===== src/rtl/drum_hit_pkg.sv =====
// rtl/drum_hit_pkg.sv - shared pad FSM states, event field widths and event type
package drum_hit_pkg;

  localparam int EVT_PAD_W   = 3;
  localparam int EVT_LEVEL_W = 8;

  typedef enum logic [2:0] {
    ST_IDLE,
    ST_PEAK,
    ST_EMIT,
    ST_LOCKOUT,
    ST_REARM
  } pad_state_t;

  typedef struct packed {
    logic [EVT_PAD_W-1:0]   pad;
    logic [EVT_LEVEL_W-1:0] velocity;
  } drum_evt_t;

  function automatic int cnt_width(input int a, input int b);
    return $clog2(((a > b) ? a : b) + 1);
  endfunction

endpackage


===== src/rtl/drum_pad_channel.sv =====
// rtl/drum_pad_channel.sv - one pad: synchronizer, edge detect, hit FSM, peak and counters
// DRUM_HIT_VELOCITY_EN enables the PEAK window and velocity tracking.
module drum_pad_channel
  import drum_hit_pkg::*;
#(
  parameter int LEVEL_W        = EVT_LEVEL_W,
  parameter int PEAK_WINDOW    = 500_000,
  parameter int LOCKOUT_CYCLES = 2_500_000
) (
  input  logic               clk,
  input  logic               rst_n,
  input  logic               ind,
  input  logic [LEVEL_W-1:0] lvl,
  input  logic               grant,
  output logic               req,
  output logic [LEVEL_W-1:0] peak,
  output logic               active
);

  localparam int CNT_W = cnt_width(PEAK_WINDOW, LOCKOUT_CYCLES);

  pad_state_t       state;
  logic             sync1;
  logic             sync2;
  logic             sync_prev;
  logic [CNT_W-1:0] cnt;
  logic             rise;

  assign rise   = sync2 & ~sync_prev;
  assign req    = (state == ST_EMIT);
  assign active = (state != ST_IDLE);

`ifdef DRUM_HIT_VELOCITY_EN
  logic [LEVEL_W-1:0] lvl_r;
  logic [LEVEL_W-1:0] peak_r;

  assign peak = peak_r;

  always_ff @(posedge clk or negedge rst_n) begin
    if (!rst_n) begin
      lvl_r  <= '0;
      peak_r <= '0;
    end else begin
      lvl_r <= lvl;
      if (state == ST_IDLE && rise) begin
        peak_r <= lvl_r;
      end else if (state == ST_PEAK && lvl_r > peak_r) begin
        peak_r <= lvl_r;
      end
    end
  end
`else
  logic unused_lvl;

  assign unused_lvl = ^lvl;
  assign peak       = '1;
`endif

  always_ff @(posedge clk or negedge rst_n) begin
    if (!rst_n) begin
      sync1     <= 1'b0;
      sync2     <= 1'b0;
      sync_prev <= 1'b0;
      cnt       <= '0;
      state     <= ST_IDLE;
    end else begin
      sync1     <= ind;
      sync2     <= sync1;
      sync_prev <= sync2;
      case (state)
        ST_IDLE: begin
          if (rise) begin
            cnt <= '0;
`ifdef DRUM_HIT_VELOCITY_EN
            state <= ST_PEAK;
`else
            state <= ST_EMIT;
`endif
          end
        end
`ifdef DRUM_HIT_VELOCITY_EN
        // The window includes the entry cycle, so the last count is PEAK_WINDOW-1.
        ST_PEAK: begin
          if (cnt == CNT_W'(PEAK_WINDOW - 1)) begin
            state <= ST_EMIT;
          end else begin
            cnt <= cnt + CNT_W'(1);
          end
        end
`endif
        ST_EMIT: begin
          if (grant) begin
            cnt   <= '0;
            state <= ST_LOCKOUT;
          end
        end
        ST_LOCKOUT: begin
          if (cnt == CNT_W'(LOCKOUT_CYCLES - 1)) begin
            state <= ST_REARM;
          end else begin
            cnt <= cnt + CNT_W'(1);
          end
        end
        ST_REARM: begin
          if (!sync2) begin
            state <= ST_IDLE;
          end
        end
        default: state <= ST_IDLE;
      endcase
    end
  end

endmodule


===== src/rtl/drum_hit_event_queue.sv =====
// rtl/drum_hit_event_queue.sv - per-pad hit channels, fixed-priority arbiter and event FIFO
// DRUM_HIT_VELOCITY_EN selects peak-velocity tracking; otherwise velocity is all-ones.
module drum_hit_event_queue
  import drum_hit_pkg::*;
#(
  parameter int N_PADS         = 5,
  parameter int LEVEL_W        = EVT_LEVEL_W,
  parameter int PEAK_WINDOW    = 500_000,
  parameter int LOCKOUT_CYCLES = 2_500_000,
  parameter int FIFO_DEPTH     = 4
) (
  input  logic                      clk,
  input  logic                      rst_n,
  input  logic [N_PADS-1:0]         sound_ind,
  input  logic [N_PADS*LEVEL_W-1:0] sound_lvl,
  output logic                      evt_valid,
  input  logic                      evt_ready,
  output logic [EVT_PAD_W-1:0]      evt_pad,
  output logic [LEVEL_W-1:0]        evt_velocity,
  output logic                      overflow,
  output logic [N_PADS-1:0]         pad_active
);

  localparam int EVT_W = EVT_PAD_W + LEVEL_W;
  localparam int PTR_W = $clog2(FIFO_DEPTH);

  logic [N_PADS-1:0]  req;
  logic [N_PADS-1:0]  grant;
  logic [LEVEL_W-1:0] peak [N_PADS];

  for (genvar g = 0; g < N_PADS; g++) begin : g_pad
    drum_pad_channel #(
      .LEVEL_W        (LEVEL_W),
      .PEAK_WINDOW    (PEAK_WINDOW),
      .LOCKOUT_CYCLES (LOCKOUT_CYCLES)
    ) u_chan (
      .clk    (clk),
      .rst_n  (rst_n),
      .ind    (sound_ind[g]),
      .lvl    (sound_lvl[g*LEVEL_W +: LEVEL_W]),
      .grant  (grant[g]),
      .req    (req[g]),
      .peak   (peak[g]),
      .active (pad_active[g])
    );
  end

  logic             push;
  logic [EVT_W-1:0] push_data;

  // Scan high to low so the lowest requesting pad ends up holding the grant.
  always_comb begin
    grant     = '0;
    push      = 1'b0;
    push_data = '0;
    for (int i = N_PADS - 1; i >= 0; i--) begin
      if (req[i]) begin
        grant     = '0;
        grant[i]  = 1'b1;
        push      = 1'b1;
        push_data = {EVT_PAD_W'(i), peak[i]};
      end
    end
  end

  logic [EVT_W-1:0] mem [FIFO_DEPTH];
  logic [PTR_W-1:0] rd_ptr;
  logic [PTR_W-1:0] wr_ptr;
  logic [PTR_W:0]   count;
  logic [PTR_W:0]   count_next;
  logic             pop;
  logic             full;
  logic             accept;

  assign pop    = evt_valid & evt_ready;
  assign full   = (count == (PTR_W + 1)'(FIFO_DEPTH));
  assign accept = push & (~full | pop);

  always_comb begin
    count_next = count;
    if (accept && !pop) begin
      count_next = count + (PTR_W + 1)'(1);
    end else if (!accept && pop) begin
      count_next = count - (PTR_W + 1)'(1);
    end
  end

  always_ff @(posedge clk or negedge rst_n) begin
    if (!rst_n) begin
      for (int i = 0; i < FIFO_DEPTH; i++) begin
        mem[i] <= '0;
      end
      rd_ptr    <= '0;
      wr_ptr    <= '0;
      count     <= '0;
      evt_valid <= 1'b0;
      overflow  <= 1'b0;
    end else begin
      if (accept) begin
        mem[wr_ptr] <= push_data;
        wr_ptr      <= wr_ptr + PTR_W'(1);
      end
      if (pop) begin
        rd_ptr <= rd_ptr + PTR_W'(1);
      end
      if (push && !accept) begin
        overflow <= 1'b1;
      end
      count     <= count_next;
      evt_valid <= (count_next != '0);
    end
  end

  assign evt_pad      = mem[rd_ptr][EVT_W-1 -: EVT_PAD_W];
  assign evt_velocity = mem[rd_ptr][LEVEL_W-1:0];

endmodule


===== config.mk =====
export PLATFORM = sky130hd
export DESIGN_NAME = drum_hit_event_queue
export DESIGN_NICKNAME = d
export VERILOG_FILES = /design/src/rtl/drum_hit_pkg.sv /design/src/rtl/drum_pad_channel.sv /design/src/rtl/drum_hit_event_queue.sv
export SDC_FILE = /design/constraint.sdc
export NUM_CORES = 1
export LEC_CHECK = 0
export ABC_CLOCK_PERIOD_IN_PS = 2170
export BUFFER_PORTS_ARGS = -buffer_cell sky130_fd_sc_hd__buf_2
export CAP_MARGIN = 20
export CELL_PAD_IN_SITES_DETAIL_PLACEMENT = 2
export CELL_PAD_IN_SITES_GLOBAL_PLACEMENT = 2
export CORE_MARGIN = 2
export CORE_UTILIZATION = 30
export DETAILED_ROUTE_END_ITERATION = 10
export GPL_TIMING_DRIVEN = 0
export PLACE_DENSITY = 0.74
export SETUP_SLACK_MARGIN = 0.02
export SYNTH_ARGS = -nofsm -noshare
export SYNTH_HDL_FRONTEND = slang
export SYNTH_SLANG_ARGS = --single-unit

===== constraint.sdc =====
create_clock -name clk -period 2.17 [get_ports clk]
set_clock_uncertainty 0.2 [all_clocks]
set_input_delay 0.3255 -clock clk [delete_from_list [all_inputs] [get_ports clk]]
set_output_delay 0.3255 -clock clk [all_outputs]
set_load 0.02 [all_outputs]

==> run_results.csv <==
group,metric,value,unit
timing,setup_viol,144,
timing,worst_slew_pin_slew,0.7502,ns
setup_path,critical_path.max_stage_delay,0.65,ns
setup_path,path_cells,"and4_4 -> nand4_1 -> or4b_4 -> or3_1 -> a21oi_1",
power,ir_worst_vdd,0.7691,mV
layout,fillers,2773,
logic_synthesis,yosys.area.top_type,"dfrtp_1",
timing,rsz0062_at_grt,"true",
logic_synthesis,netlist_instances,911,
setup_path,r2r_slack,-0.41,ns
setup_path,path_class,"reg -> reg",
layout,fin_cells,1497,
die,dieWidth,175.0,µm
timing,final_max_slew_viol_count,0,
job,max_cap_viol_count,0,
logic_synthesis,synth_flop_cell,"dfrtp_1",
die,fp.coreArea,28780,µm²
routing,drc,0,
status,status,"finished, violations left",
logic_synthesis,ys_ff_latch,165,
global_routing,grtUsageTotal,22.16,%
timing,period_minus_slack,2.582,ns
layout,finalCoreUtilization,46.54,%
power,leakagePower,5.276,nW
die,die_area,30620,µm²
clocking,cts_buffers,17,
layout,multi_input_area,5934,µm²
setup_path,r2r_end,"g_pad[2].u_chan.cnt[14]",
die,start_util,30.48,%
global_routing,grt_start_max_net_pins,114,
hold_path,min_path_type,"reg -> reg",
layout,n_antenna_cell,0,
clocking,clk_pin_slew,0.08,ns
placement,dp.cells,1321,
routing,drt-initial-drc-count,564,
setup_path,timing.rr.start,"g_pad[2].u_chan.cnt[3]",
logic_synthesis,yosys.cell_types.count,68,
logic_synthesis,syn-num-nets,971,
timing,slew_headroom,49.60,%
setup_path,reg2reg_depth,5,
logic_synthesis,yosys_warnings,0,
layout,final_layout_size_suffix_gt1_share,46.72,%
die,io_pins,66,
setup_path,arrival,2.77,ns
clocking,htreeDepth,4,
logic_synthesis,syn-cell-area,8771,µm²
timing,finalCritPeriodShare,119.0,%
hold_path,hold-path-cell-count,0,
routing,via_count,9181,
logic_synthesis,synth_edf_count,0,
layout,final-seq-area,4159,µm²
routing,drtAntennaViolNets,0,
power,p_per_area,1126,nW/µm²
logic_synthesis,async_flop_share,100.0,%
setup_path,cp-start-kind,"flop",
setup_path,crit_slowest_cell,"or4b_4",
timing,worst_slack,-0.4124,ns
clocking,clk_latency,0.47,ns
routing,drt_wl_total,45890,µm
timing,fmax,387.2,MHz
timing,hold_violations,0,
hold_path,worstHoldStart,"g_pad[2].u_chan.sync1",
setup_path,crit_fanout,7,
setup_path,crit_family,"simple AND/OR/NAND/NOR gates",
logic_synthesis,synth_top_area_share,47.08,%
global_routing,antenna_found_initial,0,
logic_synthesis,yosysSeqAreaShare,47.08,%
clocking,clock-sinks,165,
logic_synthesis,synthTopCellsByArea,"dfrtp_1, o21ai_0, nand2_1",
clocking,cts_tree,"yes",
global_routing,grt-ovfl-total,0,
layout,syn_to_final_growth,52.70,%
die,die_h,175.0,µm
layout,final_nets,1160,
global_routing,grt_pass1_wl,53600,µm
setup_path,cp-end-kind,"flop",
die,rows,62,
logic_synthesis,avgSynthCellArea,9.628,µm²
hold_path,whs_endpoint,"g_pad[2].u_chan.sync2",
placement,portBuffers,25,
routing,vias_per_cell,6.133,
routing,dr.pass1.iters,5,
placement,gp_congestion,0.7368,
clocking,clockBufferDepth,2,
setup_path,crit_buf_inv,0,
status,violations,"setup timing",
placement,dp_hpwl,16870,µm
global_routing,grt_pass1_vias,9169,
routing,post_drt_wl_per_cell,30.65,µm
clocking,clk_root_buffer_cell,"clkbuf_16",
setup_path,cp.required,2.36,ns
[cell usage after synthesis (all sizes together), types with 15 or more instances]
library cell  instances
dfrtp               165
nor2                 61
nand4                29
nor4                 18
buf                  21
o21ai                61
nand3                44
nand2                77
xnor2                18
or4                  30
and3                 15
a21oi                57
clkbuf               27
or3                  24
inv                  24
o31ai                28
[flip-flops by register name, summed over array words and instances (netlist names)]
signal	flops
rd_ptr	2
mem	16
g_pad.u_chan.cnt	110
g_pad.u_chan.sync1	5
g_pad.u_chan.sync2	5
g_pad.u_chan.sync_prev	5
overflow	1
count	3
evt_valid	1
g_pad.u_chan.state	15
wr_ptr	2
[final cells by class]
class | instances | share of cell area, %
multi-input combinational | 676 | 44.31
buffer | 31 | 2.513
timing repair buffer | 185 | 13.09
clock inverter | 14 | 1.495
tap | 384 | 3.587
clock buffer | 18 | 3.279
sequential | 165 | 31.05
inverter | 24 | 0.6726
[routing by layer]
layer / routed length (µm) / global-route usage [%] / up-vias
li1: - / - / 3812
met1: 18300 / 27.53 / 4883
met2: 23640 / 39.61 / 339
met3: 1843 / 2.676 / 147
met4: 2107 / 7.813 / 0
met5: 0 / 0 / -
[per-stage QoR]
step                power [mW]  setup TNS, ns  area [µm²]  worst slack [ns]  hold slack, ns
floorplan                6.113         -2.990        8886           -0.1369         -0.1701
global placement         7.048        -421.97        9492            -2.265          0.1331
detailed placement       7.216         -57.82        9529           -0.7865         0.08694
CTS                      12.50         -8.557       11690           -0.2168          0.1530
global route             15.46         -31.45       13390           -0.4438          0.1646
finish                   15.08         -24.99       13390           -0.4124          0.1642
[logic make-up (layout without fill, tap and decap cells)]
group / count (synthesis) / count (layout) / synth area share [%]
adders and majority gates: 12 / 12 / 1.712
muxes: 22 / 22 / 3.267
and+or+nand+nor: 390 / 391 / 25.32
AOI/OAI and AO/OA: 223 / 224 / 16.19
buffers and inverters: 72 / 272 / 3.737
DFF: 165 / 165 / 47.08
xor gates and xnor gates: 27 / 27 / 2.696
[worst max-delay path by stage]
stage	from	to	slack, ns	cells past startpoint
floorplan	g_pad[1].u_chan.state[0]	g_pad[1].u_chan.cnt[14]	-0.14	6
detailed placement	g_pad[0].u_chan.state[1]	g_pad[4].u_chan.cnt[2]	-0.79	7
CTS	g_pad[1].u_chan.state[0]	g_pad[1].u_chan.cnt[18]	-0.22	5
finish	g_pad[2].u_chan.cnt[3]	g_pad[2].u_chan.cnt[14]	-0.41	5
global route	g_pad[2].u_chan.cnt[1]	g_pad[2].u_chan.cnt[14]	-0.44	6
global placement	rst_n	g_pad[1].u_chan.cnt[13]	-2.27	1
[report_power, final]
group | switching (mW) | internal (mW) | leakage, nW
combinational | 4.00 | 3.32 | 2.85
sequential | 0.704 | 3.52 | 2.12
clock | 1.56 | 1.97 | 0.303
total | 6.26 | 8.81 | 5.28
[placed cells by master, fill, tap and decap left out, types with 10 or more instances in the layout]
cell type and instances:
dfrtp_1 141, buf_4 111, nand2_1 67, buf_6 61, nor2_1 50, nand3_1 36
nand4_1 29, a21oi_2 28, a21oi_1 24, dfrtp_2 24, inv_1 23, or4_4 21
o21ai_0 21, clkbuf_16 20, o21ai_2 19, xnor2_1 16, or3_1 14, and3_1 14
o21ai_1 14, nor4_4 13, o31ai_1 11, mux2_2 11, buf_2 11, or3_4 10
nand2b_1 10
[timing repair]
item	in CTS	in global routing
gates cloned	7	4
buffers inserted	79	68
endpoints found under the setup margin	152	154
hold buffers	7	0
gates resized for setup	229	278
endpoints found under the hold margin	58	0
pin swaps	61	110
(Power assumes the default switching activity.)
